--- src/rtl/io_uart_console.sv ---
// io_uart_console: memory-mapped console on the CPU data bus.
// Characters written to CHAR are queued in a FIFO and sent on txd as 8N1 frames.
// HLT sets a sticky halt flag. STATUS reports FIFO state, TX activity and the halt flag.

package io_uart_console_pkg;
    // Bus access-type encoding; mirrors the DataBus.vh encoding used by the CPU.
    localparam logic [1:0] MEM_ACCESS_NONE = 2'd0;
    localparam logic [1:0] MEM_ACCESS_R    = 2'd1;
    localparam logic [1:0] MEM_ACCESS_W    = 2'd2;
    localparam logic [1:0] MEM_ACCESS_X    = 2'd3;

    localparam logic [31:0] ADDR_HLT    = 32'h0000_0000;
    localparam logic [31:0] ADDR_CHAR   = 32'h0000_0001;
    localparam logic [31:0] ADDR_STATUS = 32'h0000_0002;
endpackage

module io_uart_console
    import io_uart_console_pkg::*;
#(
    parameter int FIFO_DEPTH = 16,
    parameter int CLK_DIV    = 868
) (
    input  logic                        clk,
    input  logic                        res,
    input  logic                        db_io,
    input  logic [1:0]                  db_accessType,
    input  logic [31:0]                 db_addr,
    input  logic [31:0]                 db_dataOut,
    output logic [31:0]                 db_dataIn,
    output logic                        db_ready,
    output logic                        hlt,
    output logic                        txd,
    output logic [$clog2(FIFO_DEPTH):0] fifo_level
);

    localparam int PTR_W = $clog2(FIFO_DEPTH);
    localparam int CNT_W = $clog2(CLK_DIV);

    typedef enum logic [1:0] {
        ST_IDLE,
        ST_START,
        ST_DATA,
        ST_STOP
    } tx_state_t;

    // Registered state
    logic             r_hlt;
    logic [31:0]      r_data_in;
    logic [7:0]       r_mem [FIFO_DEPTH];
    logic [PTR_W-1:0] r_wr_ptr;
    logic [PTR_W-1:0] r_rd_ptr;
    logic [PTR_W:0]   r_count;
    tx_state_t        r_state;
    logic [CNT_W-1:0] r_baud;
    logic [2:0]       r_bit;
    logic [7:0]       r_shift;
    logic             r_txd;

    // Combinational signals
    logic        w_sel;
    logic        w_wr;
    logic        w_rd;
    logic        w_fifo_full;
    logic        w_fifo_empty;
    logic        w_push;
    logic        w_pop;
    logic        w_baud_last;
    logic [7:0]  w_head;
    logic [31:0] w_status;
    logic [31:0] w_rd_data;
    logic        w_unused;

    // Only the low byte of write data is ever stored.
    assign w_unused = ^db_dataOut[31:8];

    // Bus qualification; everything is ignored while reset is held.
    assign w_sel = !res && db_io &&
                   (db_accessType == MEM_ACCESS_R || db_accessType == MEM_ACCESS_W);
    assign w_wr  = w_sel && (db_accessType == MEM_ACCESS_W);
    assign w_rd  = w_sel && (db_accessType == MEM_ACCESS_R);

    assign w_fifo_full  = (r_count == (PTR_W+1)'(FIFO_DEPTH));
    assign w_fifo_empty = (r_count == '0);
    assign w_head       = r_mem[r_rd_ptr];
    assign w_baud_last  = (r_baud == CNT_W'(CLK_DIV - 1));

    // Fullness is judged on the count at the start of the cycle, so a
    // simultaneous TX pop never lets a blocked write through early.
    assign w_push   = w_wr && (db_addr == ADDR_CHAR) && !w_fifo_full;
    assign db_ready = !(w_wr && (db_addr == ADDR_CHAR) && w_fifo_full);

    // The transmitter takes a character when idle, or back-to-back at the end of STOP.
    assign w_pop = !w_fifo_empty &&
                   ((r_state == ST_IDLE) || (r_state == ST_STOP && w_baud_last));

    // Status word and read-data selection.
    // NOTE: every signal driven in always_comb gets a default first, otherwise a latch is inferred.
    always_comb begin
        w_status       = '0;
        w_status[0]    = w_fifo_empty;
        w_status[1]    = w_fifo_full;
        w_status[2]    = (r_state != ST_IDLE);
        w_status[3]    = r_hlt;
        w_status[15:8] = 8'(r_count);
        w_rd_data      = (db_addr == ADDR_STATUS) ? w_status : '0;
    end

    // Halt flag and registered read data.
    // NOTE: sequential state uses non-blocking assignments so every register samples pre-edge values.
    always_ff @(posedge clk) begin
        if (res) begin
            r_hlt     <= 1'b0;
            r_data_in <= '0;
        end else begin
            if (w_wr && (db_addr == ADDR_HLT))
                r_hlt <= 1'b1;
            if (w_rd)
                r_data_in <= w_rd_data;
        end
    end

    // Character storage.
    // NOTE: the array is not reset; an entry is only read after it has been written.
    always_ff @(posedge clk) begin
        if (w_push)
            r_mem[r_wr_ptr] <= db_dataOut[7:0];
    end

    // FIFO pointers and occupancy count.
    always_ff @(posedge clk) begin
        if (res) begin
            r_wr_ptr <= '0;
            r_rd_ptr <= '0;
            r_count  <= '0;
        end else begin
            if (w_push)
                r_wr_ptr <= r_wr_ptr + PTR_W'(1);
            if (w_pop)
                r_rd_ptr <= r_rd_ptr + PTR_W'(1);
            case ({w_push, w_pop})
                2'b10:   r_count <= r_count + (PTR_W+1)'(1);
                2'b01:   r_count <= r_count - (PTR_W+1)'(1);
                default: r_count <= r_count;
            endcase
        end
    end

    // UART transmitter: start bit, 8 data bits LSB first, stop bit, each CLK_DIV cycles.
    always_ff @(posedge clk) begin
        if (res) begin
            r_state <= ST_IDLE;
            r_baud  <= '0;
            r_bit   <= '0;
            r_shift <= '0;
            r_txd   <= 1'b1;
        end else begin
            case (r_state)
                ST_IDLE: begin
                    r_baud <= '0;
                    r_txd  <= 1'b1;
                    if (w_pop) begin
                        r_shift <= w_head;
                        r_state <= ST_START;
                        r_txd   <= 1'b0;
                    end
                end
                ST_START: begin
                    if (w_baud_last) begin
                        r_baud  <= '0;
                        r_bit   <= '0;
                        r_state <= ST_DATA;
                        r_txd   <= r_shift[0];
                    end else begin
                        r_baud <= r_baud + CNT_W'(1);
                    end
                end
                ST_DATA: begin
                    if (w_baud_last) begin
                        r_baud <= '0;
                        if (r_bit == 3'd7) begin
                            r_state <= ST_STOP;
                            r_txd   <= 1'b1;
                        end else begin
                            r_bit   <= r_bit + 3'd1;
                            r_shift <= {1'b0, r_shift[7:1]};
                            r_txd   <= r_shift[1];
                        end
                    end else begin
                        r_baud <= r_baud + CNT_W'(1);
                    end
                end
                ST_STOP: begin
                    if (w_baud_last) begin
                        r_baud <= '0;
                        if (w_pop) begin
                            r_shift <= w_head;
                            r_state <= ST_START;
                            r_txd   <= 1'b0;
                        end else begin
                            r_state <= ST_IDLE;
                        end
                    end else begin
                        r_baud <= r_baud + CNT_W'(1);
                    end
                end
                default: begin
                    r_state <= ST_IDLE;
                    r_txd   <= 1'b1;
                end
            endcase
        end
    end

    assign db_dataIn  = r_data_in;
    assign hlt        = r_hlt;
    assign txd        = r_txd;
    assign fifo_level = r_count;

endmodule

--- config.mk ---
export PLATFORM = sky130hd
export DESIGN_NAME = io_uart_console
export DESIGN_NICKNAME = d
export VERILOG_FILES = /design/src/rtl/io_uart_console.sv
export SDC_FILE = /design/constraint.sdc
export NUM_CORES = 1
export LEC_CHECK = 0
export ABC_CLOCK_PERIOD_IN_PS = 3910
export CAP_MARGIN = 20
export CORE_ASPECT_RATIO = 0.8
export CORE_MARGIN = 5
export CORE_UTILIZATION = 55
export CTS_CLUSTER_DIAMETER = 40
export CTS_CLUSTER_SIZE = 12
export DETAILED_ROUTE_END_ITERATION = 8
export HOLD_SLACK_MARGIN = 0.1
export PLACE_DENSITY_LB_ADDON = 0.1
export SLEW_MARGIN = 10
export SYNTH_ARGS = -nofsm -noshare
export SYNTH_HDL_FRONTEND = slang
export SYNTH_SLANG_ARGS = --single-unit
--- constraint.sdc ---
create_clock -name clk -period 3.91 [get_ports clk]
set_input_delay 0.5865 -clock clk [delete_from_list [all_inputs] [get_ports clk]]
set_output_delay 0.5865 -clock clk [all_outputs]
set_load 0.05 [all_outputs]
======== Word level (Yosys, flattened, before mapping) ========
Memories as Yosys holds them, arrays and structs flattened. A register that Yosys moved wholly into a read port is not among the register bits.
Index checks and enable logic that the tools add are counted.
storage, ports and cells
  output and inout port bits .............. 40
  bits in read-only memories .............. 0
  memory bits (writable) .................. 128
  bits in registers ....................... 70
  latch bits .............................. 0
  memories ................................ 1
operators by class
  order comparisons ....................... 0
  shifts and indexed selects .............. 0
  equality and inequality tests ........... 19
  reduce and logical (&&, ||, !) cells .... 28
  multiplexer cells ....................... 31
  $mul .................................... 0
  bitwise gates (word level) .............. 0
  add/subtract/negate cells ............... 6
  div/mod/pow operators ................... 0
memories
  name   depth  bits a word  read ports  clocked after memory_dff  write ports  RTL line  RTL
  r_mem  16     8            1           1                         1            49        logic [7:0] r_mem [FIFO_DEPTH];
operators by type and width
  kind                                             number
  == test 32 x 1 -> 1 bit (second input constant)  1
  == test 32 x 2 -> 1 bit (second input constant)  1
  logical NOT 32 bit                               1
  2-to-1 mux 8 bit                                 4
  case mux 8 bit (3 select lines)                  1
  case mux 10 bit (2 select lines)                 1
  inequality test 2 bit (second input constant)    7
  2-to-1 mux 13 bit                                1
  AND reduction 4 bit                              3
  adder 10 x 1 -> 10 bit (second input constant)   1
  == test 10 bit (second input constant)           1
  logical AND 1 bit                                10
  2-to-1 mux 10 bit                                1
  2-to-1 mux 2 bit                                 5
  case mux 5 bit (2 select lines)                  1
  2-to-1 mux 1 bit                                 9
  2-to-1 mux 3 bit                                 3
  adder 4 x 1 -> 4 bit (second input constant)     2
  == test 2 bit (second input constant)            4
  2-to-1 mux 4 bit                                 2
  case mux 2 bit (4 select lines)                  1
  == test 2 x 1 -> 1 bit (second input constant)   3
  case mux 3 bit (2 select lines)                  1
  nonzero test 2 bit                               3
  13 further kinds                                 17

======== Logic depth before layout (Yosys ltp) ========
  word-level depth ........................ 8
  depth in mapped cells ................... 15
  depth with buffers taken out ............ 14

======== Least setup slack after synthesis ========
Ideal clock, no wire load.
  kind .................................... input-to-reg
  from .................................... input db_addr[24]
  to ...................................... register r_count[4] (netlist: fifo_level[4])
  setup slack ............................. 236 ps
  required time ........................... 3776 ps
  buffers on the path ..................... 1
  arrival ................................. 3539 ps
  stages .................................. 12
  library setup time ...................... 134 ps
  path through ............................ nor4_2 -> nand4_2 -> nor3_2 -> inv_1 -> ha_1 -> buf_4 -> xor2_1 -> ha_1 -> or4_1 -> o221a_2 -> a31o_1 -> or4_1
on the way
  longest elaborated chain between the ends .. 5
ends and longest elaborated chain
  element                                                                       RTL line  RTL
  start: declaration                                                            27        input logic [31:0] db_addr,
  == test 32 x 1 -> 1 bit *                                                     89        assign w_push = w_wr && (db_addr == ADDR_CHAR) && !w_fifo_full;
  logical AND 1 bit * (2 in series)                                             89
  == test 2 x 1 -> 1 bit / == test 2 bit (equally long branches)                140       case ({w_push, w_pop})
  case mux 5 bit (2 select lines) / nonzero test 2 bit (equally long branches)  n/a
  end signal: assignment                                                        141       2'b10: r_count <= r_count + (PTR_W+1)'(1);
  end signal: assignment                                                        142       2'b01: r_count <= r_count - (PTR_W+1)'(1);
  end signal: assignment                                                        143       default: r_count <= r_count;
  end: declaration                                                              52        logic [PTR_W:0] r_count;
Mark *: on every way between the ends. The rest lies on a longest branch, timed or not.
A chain may end at the register's enable or synchronous reset.

======== Final worst setup path ========
  from .................................... register r_baud[0]
  to ...................................... register r_count[4] (netlist: fifo_level[4])
on the way
  longest elaborated chain between the ends .. 6
ends and longest elaborated chain
  element                                                                       RTL line  RTL
  start: declaration                                                            54        logic [CNT_W-1:0] r_baud;
  start signal: assignment                                                      174       r_baud <= r_baud + CNT_W'(1);
  start signal: assignment                                                      189       r_baud <= r_baud + CNT_W'(1);
  start signal: assignment                                                      203       r_baud <= r_baud + CNT_W'(1);
  == test 10 bit *                                                              85        assign w_baud_last = (r_baud == CNT_W'(CLK_DIV - 1));
  logical AND 1 bit *                                                           94        ((r_state == ST_IDLE) || (r_state == ST_STOP && w_baud_last));
  logical OR 1 bit *                                                            94
  logical AND 1 bit *                                                           93        assign w_pop = !w_fifo_empty &&
  == test 2 x 1 -> 1 bit / == test 2 bit (equally long branches)                140
  case mux 5 bit (2 select lines) / nonzero test 2 bit (equally long branches)  n/a
Marks and branches as above.

==> summary.txt <==
Route
  – 1st-iter DRT viols: 386
  – M1 wire length: 6.89 mm
  – DRT Pass-1 Iters: 7
  – Post-route DRC: 0
  – WL per Instance: 19.0 microns
  – Top layer in use: met4
  – Final WL: 15.0 mm
  – Via density: 5.63
  – Met2 routed WL: 6.86 mm
  – Total number of vias: 4446
  – DR WL met3: 1.19 mm
  – Post-DRT Antenna Nets: 0

Power and ir drop
  – Leakage: 3.08 nW
  – Maximum VDD drop: 0.000346 V
  – Power Density: 587 nW/um^2

Global route
  – First-pass GRT wire length: 23.8 mm
  – Total track usage: 19.1%
  – Pin count of the biggest net entering global routing: 46
  – Grt total ovfl: 0
  – Initial antenna violation count: 0
  – Vias in the first global route: 4472

Floorplanning
  – Initial Util: 55.3%
  – # rows: 39
  – Die Ht: 117 microns
  – Die ar.: 16700 sq um
  – Die width: 143 microns
  – Core Footprint: 14100 sq um
  – I/O pins: 109

Run
  – Max_cap viols: 0

Finish
  – Ant. Diodes: 0
  – Most frequent cells in the layout: edfxtp_1, clkdlybuf4s50_1, nor2_1
  – Share of layout cells above drive strength 1: 18.8%
  – Fill count: 994
  – Area grow syn2layout: 16.5%
  – Final net count: 678
  – Most common cell after layout, fill and taps aside: edfxtp_1
  – Final core utilization: 64.4%

Worst setup path
  – WP buf/inv: 0
  – Setup CP Type: reg -> reg
  – Setup crit end kind: flop
  – Delay-heaviest family, CP: simple AND/OR/NAND/NOR gates
  – CP arrival: 3.95 ns
  – Beginning of the critical path: r_baud[0]
  – Critical path, cell by cell: ha_1 > nor3b_1 > a41o_1 > nor2b_1 > ha_1 > xor2_1 > ha_1 > or4_1 > o221a_2 > a31o_1 > or4_1
  – Most used cell, CP: ha_1
  – Worst setup SP type: flop
  – Worst R2R Start: r_baud[0]
  – Max FO, Critical Path: 5
  – Slowest-stage cell, CP: or4_1
  – Critical Path RT: 4.21 ns
  – Largest stage delay, worst path: 0.50 ns

CTS
  – Total CTS buffers: 17
  – Cts hold-fix bufs: 0
  – Reg clk slew, reported paths: 0.06 ns
  – Number of gates resized after cts: 0
  – Root Buffer: clkbuf_16
  – Post-CTS Setup Inserts: 0
  – Num Clock Sinks: 179
  – CTS tree: built
  – Clock Latency Late Sink: 0.43 ns
  – CTS H-tree depth: 4
  – Clock Path Buffers: 2

Synthesis
  – Post-synth EDFFs: 128
  – Sequential element share of the synthesized area: 62.4%
  – Synth warn: 0
  – Top_reg_cell synth: edfxtp_1
  – Post-synthesis register bit count: 179
  – Synth Instances: 521
  – Netlist Area Pre-Place: 7800 sq um
  – Syn Area/Cell: 15.0 sq um
  – Share of flip-flops with an asynchronous set or reset: 0%
  – Synth unique cells: 61

Timing
  – Final min period: 3.65 ns
  – Unrepaired setup endpoints after global routing: false
  – Min Hold Slack: 0.455 ns
  – Fmax: 274 MHz
  – Worst-Margin Slew: 0.791 ns
  – Layout Skew: 0.0101 ns
  – Final Hold Viols: 0
  – Slew headroom: 47.0%
  – Max-slew violations: 0
  – Setup TNS: 0 ns
  – Final period util: 93.2%
  – Final setup viols: 0

Placement
  – Post-DP HPWL: 10.3 mm
  – IO Port Bufs: 61
  – RePlAce Congestion: 0.829

Outcome
  – Status: finished, final reports clean

Min path
  – Hold Path Origin: db_dataIn[9]
  – Min-Delay Path Class: reg -> reg
## synth_stat cells, types with 12 or more instances
cell type | instances | area share [%]
nand2_1 | 24 | 1.2
inv_1 | 13 | 0.63
mux2i_1 | 13 | 1.7
clkbuf_1 | 12 | 0.58
dfxtp_1 | 51 | 13
nor2_1 | 57 | 2.7
buf_4 | 25 | 2.4
xor2_1 | 12 | 1.3
mux4_2 | 40 | 12
edfxtp_1 | 128 | 49
ha_1 | 16 | 2.6
## worst min-delay path: cells and delay by family, from the launching register on
kind	cells	cell delay (ns)
and+or+nand+nor	1	0.04
DFF	1	0.33
AOI/OAI and AO/OA	1	0.05
## worst paths after layout
check	slack, ns	to	depth (start not counted)
setup / recovery	0.26	fifo_level[4]	11
hold / removal	0.45	db_dataIn[9]	2
setup reg to reg	0.26	fifo_level[4]	11
hold reg to reg	0.45	db_dataIn[9]	2
## area by class of cell
| type | instances | area [sq um] | share of cell area, % |
|---|---|---|---|
| Inverter | 13 | 48.8 | 0.537 |
| Tap cell | 184 | 230 | 2.53 |
| Multi-Input combinational cell | 303 | 2670 | 29.4 |
| Clock inverter | 11 | 81.3 | 0.895 |
| Clock buffer | 20 | 437 | 4.80 |
| Sequential cell | 179 | 4870 | 53.5 |
| Timing Repair Buffer | 79 | 756 | 8.31 |
## where the power goes
part	switching, mW	total, mW	internal, mW
sequential	0.0879	2.22	2.13
combinational	0.856	1.60	0.747
clock	0.699	1.51	0.812
## per-stage QoR
step | area [sq um] | setup slack [ns] | cells | power (mW)
finish | 9090 | 0.264 | 789 | 5.33
global route | 9090 | 0.0305 | 789 | 5.63
CTS | 9090 | 0.236 | 789 | 5.38
detailed placement | 8570 | 0.0924 | 758 | 3.87
global placement | 8570 | 0.155 | 758 | 3.82
floorplan | 7880 | 0.236 | 543 | 3.50
## state kept, by name (all words and copies together) (netlist names), named ones only
register	flops
txd	1
db_dataIn	9
r_rd_ptr	4
r_baud	10
hlt	1
r_wr_ptr	4
fifo_level	5
r_bit	3
r_mem	128
r_state	2
r_shift	8
## layer usage
metal / up-vias / track usage, %
li1: 2075 / -
met5: - / 0
met1: 2207 / 27.0
met4: 0 / 3.04
met2: 157 / 29.4
met3: 7 / 6.96
## kinds of logic (layout without fill, tap and decap cells)
family                   count (synthesis)  in the layout  synth area share, %
buffers and inverters                   61            123                 4.47
AND/OR/NAND/NOR                        144            144                 10.2
AO/OA/AOI/OAI                           43             43                 4.09
XOR/XNOR                                16             16                 1.80
other                                    1             23               0.0481
flip-flops                             179            179                 62.4
adder cells (fa/ha/maj)                 16             16                 2.57
multiplexers                            61             61                 14.4
Power figures use the tool's default switching activity.
==> RTL edit 1 (same flow settings) <==
Encoding of `tx_state_t`: now Gray code (2 bits for 4 states).
--- a/src/rtl/io_uart_console.sv
+++ b/src/rtl/io_uart_console.sv
@@ -37,10 +37,10 @@
     localparam int CNT_W = $clog2(CLK_DIV);
 
     typedef enum logic [1:0] {
-        ST_IDLE,
-        ST_START,
-        ST_DATA,
-        ST_STOP
+        ST_IDLE  = 2'b00,
+        ST_START = 2'b01,
+        ST_DATA  = 2'b11,
+        ST_STOP  = 2'b10
     } tx_state_t;
 
     // Registered state
Function: same outputs for any inputs over 4 cycles, from zero or initial values; so few cycles prove little.
==> RTL edit 1 against the original RTL <==
- design area fell by 2.3%
- synthesized area shrank 3.3%
- routed wire length shrank 1.4%
- final cell count is 1.8% lower
- total power fell by 6.6%
- worst hold slack worse by 0.0031 ns
- sequential cell count unchanged
- worst setup slack better by 0.22 ns
- sequential share of layout area grew 1.2 points
- critical path type unchanged
- largest power group unchanged
==> RTL edit 1: results (changes against the original RTL) <==
- Status: completed
- DR WL met2: 6.712 mm (-2.1%)
- Share of layout cells above drive strength 1: 16.47% (-2.4 points)
- Seq/Total Area, Yosys: 64.46% (+2.1 points)
- Hold Crit Endpoint: r_baud[0]$_SDFF_PP0_
- Post-DP HPWL: 10.07 mm (-2.5%)
- Met3 Track Usage GR: 4.782% (-2.2 points)
- Total GRT Usage: 19.36% (+0.24 points)
- Sequential Power Share: 44.5% (+2.9 points)
- Vias in the first global route: 4332 (-3.1%)
- Drt first-iter violations: 404 (+4.7%)
- Post-synthesis compound-gate area fraction: 4.791% (+0.70 points)
- Post-synth cell types: 58 (-4.9%)
- Period utilisation layout: 87.57% (-5.7 points)
- Cell Int Power: 3.524 mW (-4.5%)
- Largest net degree at the start of global routing: 43 (-6.5%)
- Synth Area in XOR/XNOR: 1.857% (+0.060 points)
- First-pass GRT wire length: 23.51 mm (-1.2%)
- Top cells by area, synth: edfxtp_1, dfxtp_1, mux4_2, nor2_1, buf_4
- CP max FO: 10 (+5)
- Post-synth top cells: edfxtp_1, nor2_1, dfxtp_1, mux4_2, nand2_1
- Mux cell area share after synthesis: 12.65% (-1.8 points)
- Worst hold start: r_baud[0]$_SDFF_PP0_
- Adder-Cell Fraction of Synth Area: 1.989% (-0.58 points)
- Switch share: 29.22% (-1.6 points)
- Worst path top cell family by delay: compound AO/OA/AOI/OAI gates
[RTL edit 1: changes by cell type in the layout (fill, tap and decap cells not counted), sizes merged, moves of 7 or more]
cell / change
clkinv: +8
mux2i: -11
o21ai: -8
nand3: +12
a311oi: +7
inv: -7
[RTL edit 1: final cells by class]
| type | count | area (µm²) |
|---|---|---|
| sequential | 179 | 4866 |
| fill | 966 | 4621 |
| multi-input combinational | 290 | 2444 |
| timing repair buffer | 84 | 780.7 |
| clock buffer | 21 | 440.4 |
| tap | 180 | 225.2 |
| clock inverter | 11 | 88.84 |
| inverter | 10 | 37.54 |
[RTL edit 1: logic make-up after synthesis]
group                      Yosys count
xor gates and xnor gates            16
adders and majority gates           12
muxes                               45
AOI/OAI and AO/OA                   46
DFF                                179
and+or+nand+nor                    148
buffers and inverters               61
other                                1
==> RTL edit 2 (config.mk and constraints unchanged) <==
Made on the original files. Set the parameter `FIFO_DEPTH` to 32 (it was 16).
--- a/src/rtl/io_uart_console.sv
+++ b/src/rtl/io_uart_console.sv
@@ -17,7 +17,7 @@
 module io_uart_console
     import io_uart_console_pkg::*;
 #(
-    parameter int FIFO_DEPTH = 16,
+    parameter int FIFO_DEPTH = 32,
     parameter int CLK_DIV    = 868
 ) (
     input  logic                        clk,
Ports: changed (resized fifo_level); port bits go from 109 to 110. No check against the original RTL was run, so the function may have changed too.
==> RTL edit 2 against the original RTL <==
- worst setup slack gained 0.26 ns
- sequential share of layout area grew 4.4 points
- final cell count grew 55%
- critical path depth grew 4
- synthesized area grew 65%
- routed wire length grew 83%
- utilization grew 1.1 points
- sequential cell count grew 133
- total power grew 36%
- register-to-register slack gained 0.27 ns
- design area grew 67%
- first-iteration DRC count grew 54%
==> RTL edit 2: results (changes against the original RTL) <==
- Post-DP HPWL: 17.49 mm (+69%)
- CTS H-tree depth: 2 (-2)
- Drt first-iter violations: 593 (+54%)
- M2 GR Usage: 33.33% (+3.9 points)
- Wire length on met1: 11.97 mm (+74%)
- Hold Crit Endpoint: r_baud[0]$_SDFF_PP0_
- R2r setup slk: 0.53 ns (+0.27 ns)
- Hold depth: 1 (-1)
- DR WL met2: 13.18 mm (+92%)
- Psw: 1.485 mW (-9.6%)
- Leak pwr: 4.936 nW (+60%)
- Total GRT Usage: 20.61% (+1.5 points)
- TritonCTS Buffers: 37 (+20)
- Clock latency on the worst-skew pair: 0.51 ns (+0.08 ns)
- Sequential cell power: 3.60 mW (+62%)
- Vias in the first global route: 7396 (+65%)
- Cell Int Power: 5.770 mW (+56%)
- Wire per inst: 22.47 µm (+18%)
- M1 GR Usage: 29.21% (+2.2 points)
- Syn Inst Count: 779 (+50%)
- Power Clock: 3.37 mW (+120%)
- Post-synth EDFFs: 256 (+100%)
- Met3 Wirelength: 1.947 mm (+64%)
- Max FFs per register: 256 (+100%)
- Setup crit start: db_accessType[0]
- Met3 Track Usage GR: 4.732% (-2.2 points)
- Critical Path Slowest Stage Cell: clkdlybuf4s50_1
- I/O Buffers: 63 (+3.3%)
- Inst Count DP: 1159 (+53%)
- Share of layout cells above drive strength 1: 20.94% (+2.1 points)
- Seq/Total Area, Yosys: 68.62% (+6.3 points)
- First-pass GRT wire length: 42.27 mm (+78%)
- Least-Margin Pin Slew: 0.9834 ns (+0.1920 ns)
- DR vias/cell: 5.946 (+5.5%)
- Worst hold start: r_baud[0]$_SDFF_PP0_
- Top cells by area, synth: edfxtp_1, mux4_2, dfxtp_1, nor2_1, ha_1
- Worst hold slack: 0.4723 ns (+0.01748 ns)
- Status: completed
- Drt pass-1 iters: 5 (-2)
- CP max FO: 10 (+5)
[RTL edit 2: logic make-up after synthesis]
group / after synthesis / share of synthesized area [%]
buffers and inverters: 76 / 3.041
other: 1 / 0.02921
muxes: 85 / 12.88
and+or+nand+nor: 178 / 7.476
xor gates and xnor gates: 16 / 1.092
DFF: 312 / 68.62
adders and majority gates: 18 / 1.755
AOI/OAI and AO/OA: 93 / 5.108
[RTL edit 2: through the flow]
stage	setup TNS, ns	setup slack, ns
finish	0	0.5222
global route	0	0.2828
CTS	0	0.5119
detailed placement	-0.003236	-0.003236
global placement	0	0.1273
floorplan	0	0.2987
[RTL edit 2: cell type report]
cell class	count	area [µm²]
Sequential cell	312	8813
Fill cell	1604	7990
Multi-Input combinational cell	412	3716
Timing Repair Buffer	111	1036
Clock buffer	44	994.7
Tap cell	312	390.4
Clock inverter	17	206.4
Inverter	16	62.56
